`src/rtl/zip_dbg_master_if.sv`:
```
// Wishbone-style debug bus between zip_dbg_master and the ZipCPU debug slave.
// addr 0 selects the control/status word, addr 1 the register data word.
interface zip_dbg_master_if;
  logic        cyc;
  logic        stb;
  logic        we;
  logic        addr;
  logic [31:0] wdata;
  logic        ack;
  logic        stall;
  logic [31:0] rdata;

  modport master (
    output cyc, stb, we, addr, wdata,
    input  ack, stall, rdata
  );

  modport slave (
    input  cyc, stb, we, addr, wdata,
    output ack, stall, rdata
  );
endinterface

```
`src/rtl/zip_dbg_master.sv`:
```
// Host-command sequencer for the ZipCPU debug slave: turns each command into
// a control access and/or a data access and returns one response per command.
module zip_dbg_master #(
  parameter bit OPT_ADDR_CACHE = 1'b1,
  parameter int LGTIMEOUT      = 10
) (
  input  logic        i_clk,
  input  logic        i_rst,
  // Command channel: a command is taken when i_cmd_stb && !o_cmd_busy; the
  // response is a single o_rsp_stb pulse, and o_cmd_busy falls the cycle after.
  input  logic        i_cmd_stb,
  input  logic [1:0]  i_cmd_op,
  input  logic [4:0]  i_cmd_reg,
  input  logic [31:0] i_cmd_data,
  output logic        o_cmd_busy,
  output logic        o_rsp_stb,
  output logic [31:0] o_rsp_data,
  output logic        o_rsp_err,
  output logic [2:0]  o_state,
  zip_dbg_master_if.master dbg
);

  localparam logic [1:0] OP_RDREG  = 2'b00;
  localparam logic [1:0] OP_WRREG  = 2'b01;
  localparam logic [1:0] OP_CTRL   = 2'b10;
  localparam logic [1:0] OP_STATUS = 2'b11;

  localparam logic [2:0] S_IDLE = 3'd0;
  localparam logic [2:0] S_CREQ = 3'd1;
  localparam logic [2:0] S_CACK = 3'd2;
  localparam logic [2:0] S_DREQ = 3'd3;
  localparam logic [2:0] S_DACK = 3'd4;
  localparam logic [2:0] S_RESP = 3'd5;

  logic [2:0]           r_state;
  logic [1:0]           r_op;
  logic [4:0]           r_reg;
  logic [31:0]          r_data;
  logic [LGTIMEOUT-1:0] r_tmo;
  logic                 r_cache_vld;
  logic [4:0]           r_cache_reg;
  logic                 r_we;
  logic                 r_addr;
  logic [31:0]          r_wdata;
  logic                 r_rsp_stb;
  logic [31:0]          r_rsp_data;
  logic                 r_rsp_err;

  logic [LGTIMEOUT-1:0] w_tmo_next;
  logic                 w_timeout;
  logic                 w_abort;
  logic                 w_rdwr_in;
  logic                 w_hit;
  logic                 w_rdwr;
  logic [31:0]          w_ctl_word;

  assign w_tmo_next = r_tmo + {{(LGTIMEOUT-1){1'b0}}, 1'b1};
  assign w_timeout  = &w_tmo_next;
  // A request waiting on stall, or an access waiting on ack, gives up when
  // the counter is about to reach all-ones.
  assign w_abort    = w_timeout &&
                      ((((r_state == S_CREQ) || (r_state == S_DREQ)) && dbg.stall) ||
                       (((r_state == S_CACK) || (r_state == S_DACK)) && !dbg.ack));
  assign w_rdwr_in  = !i_cmd_op[1];
  assign w_rdwr     = !r_op[1];
  assign w_hit      = OPT_ADDR_CACHE && r_cache_vld && (r_cache_reg == i_cmd_reg) && w_rdwr_in;
  assign w_ctl_word = 32'h0000_0400 | {27'd0, i_cmd_reg};

  always_ff @(posedge i_clk) begin
    if (i_rst) begin
      r_state     <= S_IDLE;
      r_op        <= 2'b00;
      r_reg       <= 5'd0;
      r_data      <= 32'd0;
      r_tmo       <= '0;
      r_cache_vld <= 1'b0;
      r_cache_reg <= 5'd0;
      r_we        <= 1'b0;
      r_addr      <= 1'b0;
      r_wdata     <= 32'd0;
      r_rsp_stb   <= 1'b0;
      r_rsp_data  <= 32'd0;
      r_rsp_err   <= 1'b0;
    end else begin
      r_rsp_stb <= 1'b0;
      if (w_abort) begin
        r_state     <= S_RESP;
        r_rsp_stb   <= 1'b1;
        r_rsp_data  <= 32'd0;
        r_rsp_err   <= 1'b1;
        r_cache_vld <= 1'b0;
      end else begin
        case (r_state)
          S_IDLE: begin
            if (i_cmd_stb) begin
              r_op   <= i_cmd_op;
              r_reg  <= i_cmd_reg;
              r_data <= i_cmd_data;
              r_tmo  <= '0;
              if (i_cmd_op == OP_CTRL)
                r_cache_vld <= 1'b0;
              if (w_hit) begin
                r_state <= S_DREQ;
                r_we    <= (i_cmd_op == OP_WRREG);
                r_addr  <= 1'b1;
                r_wdata <= (i_cmd_op == OP_WRREG) ? i_cmd_data : 32'd0;
              end else begin
                r_state <= S_CREQ;
                r_we    <= (i_cmd_op != OP_STATUS);
                r_addr  <= 1'b0;
                r_wdata <= w_rdwr_in ? w_ctl_word :
                           ((i_cmd_op == OP_CTRL) ? i_cmd_data : 32'd0);
              end
            end
          end
          S_CREQ, S_DREQ: begin
            r_tmo <= w_tmo_next;
            if (!dbg.stall)
              r_state <= (r_state == S_CREQ) ? S_CACK : S_DACK;
          end
          S_CACK: begin
            if (dbg.ack) begin
              if (w_rdwr) begin
                // Control word landed: remember it so a repeat can go straight to data.
                r_cache_vld <= OPT_ADDR_CACHE;
                r_cache_reg <= r_reg;
                r_state     <= S_DREQ;
                r_tmo       <= '0;
                r_we        <= (r_op == OP_WRREG);
                r_addr      <= 1'b1;
                r_wdata     <= (r_op == OP_WRREG) ? r_data : 32'd0;
              end else begin
                r_state    <= S_RESP;
                r_rsp_stb  <= 1'b1;
                r_rsp_data <= (r_op == OP_STATUS) ? dbg.rdata : 32'd0;
                r_rsp_err  <= 1'b0;
              end
            end else begin
              r_tmo <= w_tmo_next;
            end
          end
          S_DACK: begin
            if (dbg.ack) begin
              r_state    <= S_RESP;
              r_rsp_stb  <= 1'b1;
              r_rsp_data <= (r_op == OP_RDREG) ? dbg.rdata : 32'd0;
              r_rsp_err  <= 1'b0;
            end else begin
              r_tmo <= w_tmo_next;
            end
          end
          default: r_state <= S_IDLE;
        endcase
      end
    end
  end

  assign dbg.cyc    = (r_state == S_CREQ) || (r_state == S_CACK) ||
                      (r_state == S_DREQ) || (r_state == S_DACK);
  assign dbg.stb    = (r_state == S_CREQ) || (r_state == S_DREQ);
  assign dbg.we     = r_we;
  assign dbg.addr   = r_addr;
  assign dbg.wdata  = r_wdata;
  assign o_cmd_busy = (r_state != S_IDLE);
  assign o_rsp_stb  = r_rsp_stb;
  assign o_rsp_data = r_rsp_data;
  assign o_rsp_err  = r_rsp_err;
  assign o_state    = r_state;

endmodule

```
`src/flat_wrapper.sv`:
```
// flat-port wrapper written by rule: the top's interface ports become plain ports
module zip_dbg_master_flat 
#(
  parameter bit OPT_ADDR_CACHE = 1'b1,
  parameter int LGTIMEOUT      = 10
)
  (i_clk, i_rst, i_cmd_stb, i_cmd_op, i_cmd_reg, i_cmd_data, o_cmd_busy, o_rsp_stb, o_rsp_data, o_rsp_err, o_state, dbg_cyc, dbg_stb, dbg_we, dbg_addr, dbg_wdata, dbg_ack, dbg_stall, dbg_rdata);
  zip_dbg_master_if dbg_i ();
  input  logic i_clk;
  input  logic i_rst;
  input  logic i_cmd_stb;
  input  logic [1:0] i_cmd_op;
  input  logic [4:0] i_cmd_reg;
  input  logic [31:0] i_cmd_data;
  output logic o_cmd_busy;
  output logic o_rsp_stb;
  output logic [31:0] o_rsp_data;
  output logic o_rsp_err;
  output logic [2:0] o_state;
  output wire logic [$bits(dbg_i.cyc)-1:0] dbg_cyc;
  output wire logic [$bits(dbg_i.stb)-1:0] dbg_stb;
  output wire logic [$bits(dbg_i.we)-1:0] dbg_we;
  output wire logic [$bits(dbg_i.addr)-1:0] dbg_addr;
  output wire logic [$bits(dbg_i.wdata)-1:0] dbg_wdata;
  input wire logic [$bits(dbg_i.ack)-1:0] dbg_ack;
  input wire logic [$bits(dbg_i.stall)-1:0] dbg_stall;
  input wire logic [$bits(dbg_i.rdata)-1:0] dbg_rdata;
  assign dbg_cyc = dbg_i.cyc;
  assign dbg_stb = dbg_i.stb;
  assign dbg_we = dbg_i.we;
  assign dbg_addr = dbg_i.addr;
  assign dbg_wdata = dbg_i.wdata;
  assign dbg_i.ack = dbg_ack;
  assign dbg_i.stall = dbg_stall;
  assign dbg_i.rdata = dbg_rdata;
  zip_dbg_master #(.OPT_ADDR_CACHE(OPT_ADDR_CACHE), .LGTIMEOUT(LGTIMEOUT)) u_core (.i_clk(i_clk), .i_rst(i_rst), .i_cmd_stb(i_cmd_stb), .i_cmd_op(i_cmd_op), .i_cmd_reg(i_cmd_reg), .i_cmd_data(i_cmd_data), .o_cmd_busy(o_cmd_busy), .o_rsp_stb(o_rsp_stb), .o_rsp_data(o_rsp_data), .o_rsp_err(o_rsp_err), .o_state(o_state), .dbg(dbg_i));
endmodule
```
`config.mk`:
```
export PLATFORM = sky130hd
export DESIGN_NAME = zip_dbg_master_flat
export DESIGN_NICKNAME = d
export VERILOG_FILES = /design/src/rtl/zip_dbg_master_if.sv /design/src/rtl/zip_dbg_master.sv /design/src/flat_wrapper.sv
export SDC_FILE = /design/constraint.sdc
export NUM_CORES = 1
export LEC_CHECK = 0
export CAP_MARGIN = 40
export CORE_ASPECT_RATIO = 0.6
export CORE_MARGIN = 5
export CORE_UTILIZATION = 48
export DETAILED_ROUTE_END_ITERATION = 12
export PLACE_DENSITY_LB_ADDON = 0.12
export SETUP_SLACK_MARGIN = 0.15
export SLEW_MARGIN = 30
export SYNTH_ARGS = -nofsm -noshare
export SYNTH_HDL_FRONTEND = slang
export SYNTH_SLANG_ARGS = --single-unit
```
`constraint.sdc`:
```
create_clock -name i_clk -period 2.96 [get_ports i_clk]
set_clock_uncertainty 0.2 [all_clocks]
set_input_delay 0.444 -clock i_clk [delete_from_list [all_inputs] [get_ports i_clk]]
set_output_delay 0.444 -clock i_clk [all_outputs]
set_load 0.03 [all_outputs]
```
==> results of run 1 <==
## power by group through the flow
stage | registers (mW) | logic (mW) | clock network (mW)
finish | 1.87 | 0.757 | 2.14
detailed placement | 1.90 | 0.749 | 0
CTS | 1.86 | 0.754 | 2.16
floorplan | 1.98 | 0.330 | 0
global route | 1.88 | 0.820 | 2.24
global placement | 1.89 | 0.737 | 0
## synth_stat cells (2+ instances only)
| cell type | count | area, sq um |
|---|---|---|
| dfxtp_1 | 126 | 2522 |
| nand2_1 | 104 | 390.4 |
| nor2_1 | 76 | 285.3 |
| a21oi_1 | 69 | 345.3 |
| o21ai_0 | 45 | 225.2 |
| a22oi_1 | 37 | 277.8 |
| clkbuf_1 | 33 | 123.9 |
| a221oi_1 | 24 | 210.2 |
| buf_2 | 13 | 65.06 |
| nand3_1 | 12 | 60.06 |
| inv_1 | 9 | 33.78 |
| xnor2_1 | 9 | 78.83 |
| nor2b_1 | 7 | 43.79 |
| nor3_1 | 7 | 35.03 |
| a211oi_1 | 6 | 45.04 |
| buf_6 | 5 | 56.30 |
| nand2b_1 | 4 | 25.02 |
| nand4_1 | 4 | 25.02 |
| or3_1 | 4 | 25.02 |
| a31oi_1 | 3 | 18.77 |
| a21boi_2 | 2 | 22.52 |
| a221oi_2 | 2 | 30.03 |
| and2_1 | 2 | 12.51 |
| ha_1 | 2 | 25.02 |
| mux2i_1 | 2 | 20.02 |
| nor3b_2 | 2 | 25.02 |
| o21bai_1 | 2 | 15.01 |
| o2bb2ai_1 | 2 | 17.52 |
| or4_1 | 2 | 15.01 |
## repair_timing
item	CTS	global route
resized for setup	1	2
setup buffers	0	2
endpoints found under the setup margin	3	33
pin swaps	0	1
## critical path: cells and delay by family, from the launching register on
family,cells,cell delay (ns)
buffers and inverters,2,0.86
DFF,1,0.56
and+or+nand+nor,1,0.15
## per-stage QoR
step / util / hold WS [ns] / total power [mW] / area (sq um) / cells
2_1_floorplan: - / 0.2361 / 2.313 / 5298 / 640
3_3_place_gp: 0.6417 / 0.2412 / 2.631 / 6845 / 890
3_5_place_dp: 0.6417 / 0.2483 / 2.648 / 6845 / 890
4_1_cts: 0.6988 / 0.2563 / 4.776 / 7455 / 922
5_1_grt: 0.7006 / 0.2718 / 4.936 / 7473 / 924
6_report: 0.7006 / 0.2542 / 4.761 / 7473 / 924
## cells by family after synthesis
kind of cell / synth area share
and+or+nand+nor: 0.1989
adders and majority gates: 0.004723
buffers and inverters: 0.05479
muxes: 0.003779
DFF: 0.4761
AOI/OAI and AO/OA: 0.2452
xor gates and xnor gates: 0.01653
## path summary, 6_finish.rpt
kind,startpoint,end,depth (start not counted)
setup reg to reg,u_core.r_tmo[1],u_core.o_rsp_data[21],8
setup / recovery,u_core.o_state[1],o_cmd_busy,3
hold / removal,u_core.r_data[11],u_core.r_data[11],2
hold reg to reg,u_core.r_data[11],u_core.r_data[11],2
## area by class of cell
cell class	instances	area [sq um]	share of cell area
sequential	126	2525	0.3379
multi-input combinational	452	2506	0.3353
timing repair buffer	166	1627	0.2176
clock buffer	17	425.4	0.05692
clock inverter	15	182.7	0.02444
tap	139	173.9	0.02327
inverter	9	33.78	0.004520
## layer usage
layer,up-vias,GRT usage,part of all wire
met5,-,0,0
met3,11,0.07363,0.080
met2,206,0.3539,0.46
met4,0,0.05901,0.0068
li1,2522,-,-
met1,2448,0.3178,0.45
==> summary.txt, run 1 <==
status = complete, no violations
Die X = 145.6 um
share of cells above drive strength 1 = 0.08662
FF+latch count, synth = 126
first-pass GRT wire length = 25530 um
Comb pwr share = 0.159
slowest cell on the critical path = clkdlybuf4s50_1
Period minus WS final = 2.624 ns
CP max FO = 12
clock root cell = clkbuf_16
Mapped Area = 5298 sq um
worst min-delay path category = reg -> reg
Hold Vio Cnt, Final = 0
Worst EP required = 2.32 ns
ANT nets after route = 0
All-Layer GR Usage = 0.2311
max-slew violations = 0
Mean Syn Cell Area = 8.277 sq um
dpl hpwl = 10450 um
DRT iter0 DRCs = 444
Slew headroom = 0.5756
largest net degree at the start of global routing = 58
Sink Count = 126
path type of the worst setup path = reg -> out
CTS tree = yes
TritonCTS Buffers = 17
EDFF count, synth = 0
cts hold-fix bufs = 0
H-tree depth = 4
most common cell after layout, fill and taps aside = clkdlybuf4s50_1
Chip Height = 91.38 um
area delta synth->final = 41.07%
Final Cycle Share = 0.8864
post-synthesis async set-or-reset flop share = 0
Routed WL per cell = 16.82 um
drt pass-1 iters = 5
yosys warns = 0
WP data arrival = 1.98 ns
CORE AREA = 10670 sq um
CP Capture Type = output port
post-synth cell types = 54
clk_lat worst skew = 0.41 ns
Crit path largest cell delay = 0.71 ns
VDD IR max = 0.4496 mV
Leakage = 2.696 nW
Rows = 29
setup TNS = 0 ns
Worst Setup Slack, final = 0.3363 ns
Gate Count Post-Synth = 640
f_max = 0.3811 GHz
vias per cell = 5.614
endpoints failing setup = 0
P_sw = 1.308 mW
Residual DRC = 0
Initial Utilization = 0.4966
Critical Path, Cell by Cell = nor3_1 > inv_1 > clkdlybuf4s50_1
I/O Buffers = 149
Clk pwr share = 0.449
initial antenna violation count = 0
vias in the first global route = 5011
Sw Share = 0.2747
io pins = 150
worst slack, placed = 0.1883 ns
Routability Congestion = 0.8584
Max Cap Viol = 0
Clk pin slew, worst setup/hold paths = 0.06 ns
post-synthesis sequential area ratio = 0.4761
internal power = 3.453 mW
unrepaired setup endpoints after global routing = no
# fillers = 843
Final nets = 850
vias = 5187
Inserted Diodes = 0
die area = 13310 sq um
Flop pwr share = 0.392
Setup crit start kind = flop
routed wire length = 15540 um
Post-synth top flop = dfxtp_1
pwr/cell area = 637.1 nW/um^2
Mapped Nets = 718
FF-to-FF setup slack = 0.36 ns
GRT Residual Overflow = 0
Max Root-Sink Buffers = 2
most frequent cells in the layout = 148 x clkdlybuf4s50_1, 124 x dfxtp_1, 104 x nand2_1
worst slew pin tran = 0.6366 ns
Note: power is estimated with default switching activity, not from simulation.
==> run 2: changes to the inputs <==
--- a/config.mk
+++ b/config.mk
@@ -6,9 +6,11 @@
 export NUM_CORES = 1
 export LEC_CHECK = 0
 export CAP_MARGIN = 40
+export CELL_PAD_IN_SITES_DETAIL_PLACEMENT = 0
+export CELL_PAD_IN_SITES_GLOBAL_PLACEMENT = 1
 export CORE_ASPECT_RATIO = 0.6
 export CORE_MARGIN = 5
-export CORE_UTILIZATION = 48
+export CORE_UTILIZATION = 35
 export DETAILED_ROUTE_END_ITERATION = 12
 export PLACE_DENSITY_LB_ADDON = 0.12
 export SETUP_SLACK_MARGIN = 0.15
==> run 2 against run 1 <==
Effect of this change: worst hold slack worse by 0.056 ns; critical path depth unchanged; non-clock buffer count is 1 higher; via count is 0.19% higher; sequential cell count is the same; wire length is 9.0% higher; maximum frequency up 1.0%; first-iteration DRC count decreased by 13%; clock-buffer cell count is 1 higher; sequential share of layout area is 0.57 points lower; die area increased by 34%; power is 3.5% higher.
==> summary.txt, run 2 (synthesis results as in run 1) <==
Initial Utilization = 0.3610
CP Launch Point = u_core.o_state[1]
first-pass GRT wire length = 27340 um
worst min-delay path category = in -> reg
Leakage = 2.725 nW
WP data arrival = 1.95 ns
met2 usage = 0.2841
hold_ws = 0.1979 ns
vias per cell = 5.287
VDD IR max = 0.3764 mV
setup TNS = 0 ns
Clk pin slew, worst setup/hold paths = 0.06 ns
hold path start = i_rst
Die X = 168.8 um
Routability Congestion = 0.8623
Worst EP required = 2.32 ns
most frequent cells in the layout = 148 x clkdlybuf4s50_1, 125 x dfxtp_1, 104 x nand2_1
io pins = 150
routed wire length = 16940 um
Period minus WS final = 2.597 ns
Setup crit start kind = flop
Worst R2R End = u_core.r_tmo[5]
vias = 5197
Chip Height = 105.3 um
path type of the worst setup path = reg -> out
largest net degree at the start of global routing = 46
Final Util = 0.5176
FF-to-FF Start = u_core.r_tmo[1]
DRT iter0 DRCs = 385
Worst Setup Slack, final = 0.3628 ns
PnR Total Power = 4.926 mW
endpoints failing setup = 0
total setup buffers inserted after CTS = 0
vias in the first global route = 5046
CORE AREA = 14680 sq um
met1 usage = 0.2723
CTS tree = yes
Sink Count = 126
Routed WL per cell = 17.23 um
area delta synth->final = 43.41%
Crit path largest cell delay = 0.69 ns
# fillers = 1379
gr busiest metal = met2
Post-Layout Cell Count = 983
Final Cell Area = 7597 sq um
Max Cap Viol = 0
max-slew violations = 0
pwr/cell area = 648.4 nW/um^2
Hold Vio Cnt, Final = 0
die area = 17780 sq um
GRT Residual Overflow = 0
clock root cell = clkbuf_16
unrepaired setup endpoints after global routing = no
Critical path buffers and inverters = 1
slowest cell on the critical path = clkdlybuf4s50_1
f_max = 0.3850 GHz
drt pass-1 iters = 6
DP Area = 6954 sq um
share of cells above drive strength 1 = 0.08280
Hold Path End = u_core.o_state[0]
Slew headroom = 0.6440
Final Cycle Share = 0.8774
hold path cells = 2
CP Capture Type = output port
Rows = 34
Max Root-Sink Buffers = 2
most common cell after layout, fill and taps aside = clkdlybuf4s50_1
status = complete, no violations
clk_lat worst skew = 0.41 ns
top cell family by delay on the critical path = buffers and inverters
cts hold-fix bufs = 0
I/O Buffers = 149
TritonCTS Buffers = 17
ANT nets after route = 0
r2r worst-path depth = 8
GR Layer Usage met3 = 0.04976
FF-to-FF setup slack = 0.38 ns
All-Layer GR Usage = 0.1895
H-tree depth = 4
worst slew pin tran = 0.5340 ns
dpl hpwl = 11280 um
worst slack, placed = 0.2103 ns
Inserted Diodes = 0
CP max FO = 12
Residual DRC = 0
Critical Path, Cell by Cell = nor2_1 > xnor2_1 > clkdlybuf4s50_1
initial antenna violation count = 0
Final nets = 851
cell count after placement = 952
## run 2: changes by cell type in the layout (fill, tap and decap cells not counted)
cell        delta
dfxtp_2        -1
clkbuf_1       +1
ha_2           -1
inv_6          -2
dfxtp_1        +1
clkinv_2       -1
bufinv_16      +2
buf_12         +1
ha_1           +1
clkinvlp_4     -1
## run 2: how the worst max path moves through the flow
stage	endpoint	cells past startpoint	slack (ns)
6_report	dbg_cyc	3	0.36
5_1_grt	u_core.r_tmo[5]	8	0.20
4_1_cts	o_cmd_busy	3	0.22
3_5_place_dp	u_core.dbg.wdata[17]	7	0.21
3_3_place_gp	u_core.dbg.wdata[6]	7	0.29
2_1_floorplan	u_core.o_rsp_data[0]	8	0.48
## run 2: power by group
| group | total [mW] | leakage [nW] | internal (mW) | switching (mW) |
|---|---|---|---|---|
| clock network | 2.29 | 0.303 | 1.50 | 0.791 |
| logic | 0.775 | 1.39 | 0.327 | 0.449 |
| registers | 1.86 | 1.03 | 1.80 | 0.0668 |
| total | 4.93 | 2.72 | 3.62 | 1.31 |
## run 2: layout make-up
class / count / area, sq um / share of cell area
Timing Repair Buffer: 167 / 1647 / 0.2167
Tap cell: 198 / 247.7 / 0.03261
Inverter: 9 / 33.78 / 0.004447
Multi-Input combinational cell: 452 / 2504 / 0.3295
Clock inverter: 13 / 212.7 / 0.02800
Sequential cell: 126 / 2524 / 0.3322
Clock buffer: 18 / 429.2 / 0.05649
## run 2: metal layers
metal / up-vias / part of all wire
li1: 2524 / -
met1: 2522 / 0.49
met3: 10 / 0.062
met2: 141 / 0.44
met5: - / 0
met4: 0 / 0.0073
## run 2: timing repair
action | CTS | global route
endpoints found under the setup margin | 0 | 1
hold endpoints to repair | 0 | 0
resized for setup | 0 | 1
## run 2: worst reg2reg max path, stage by stage, from the launching register on
cell       delay, ns
dfxtp_1         0.41
ha_1            0.20
nand3_1         0.19
or3_1           0.41
a21boi_2        0.21
o2111ai_2       0.33
nand2_2         0.20
buf_12          0.20
o32ai_1         0.11
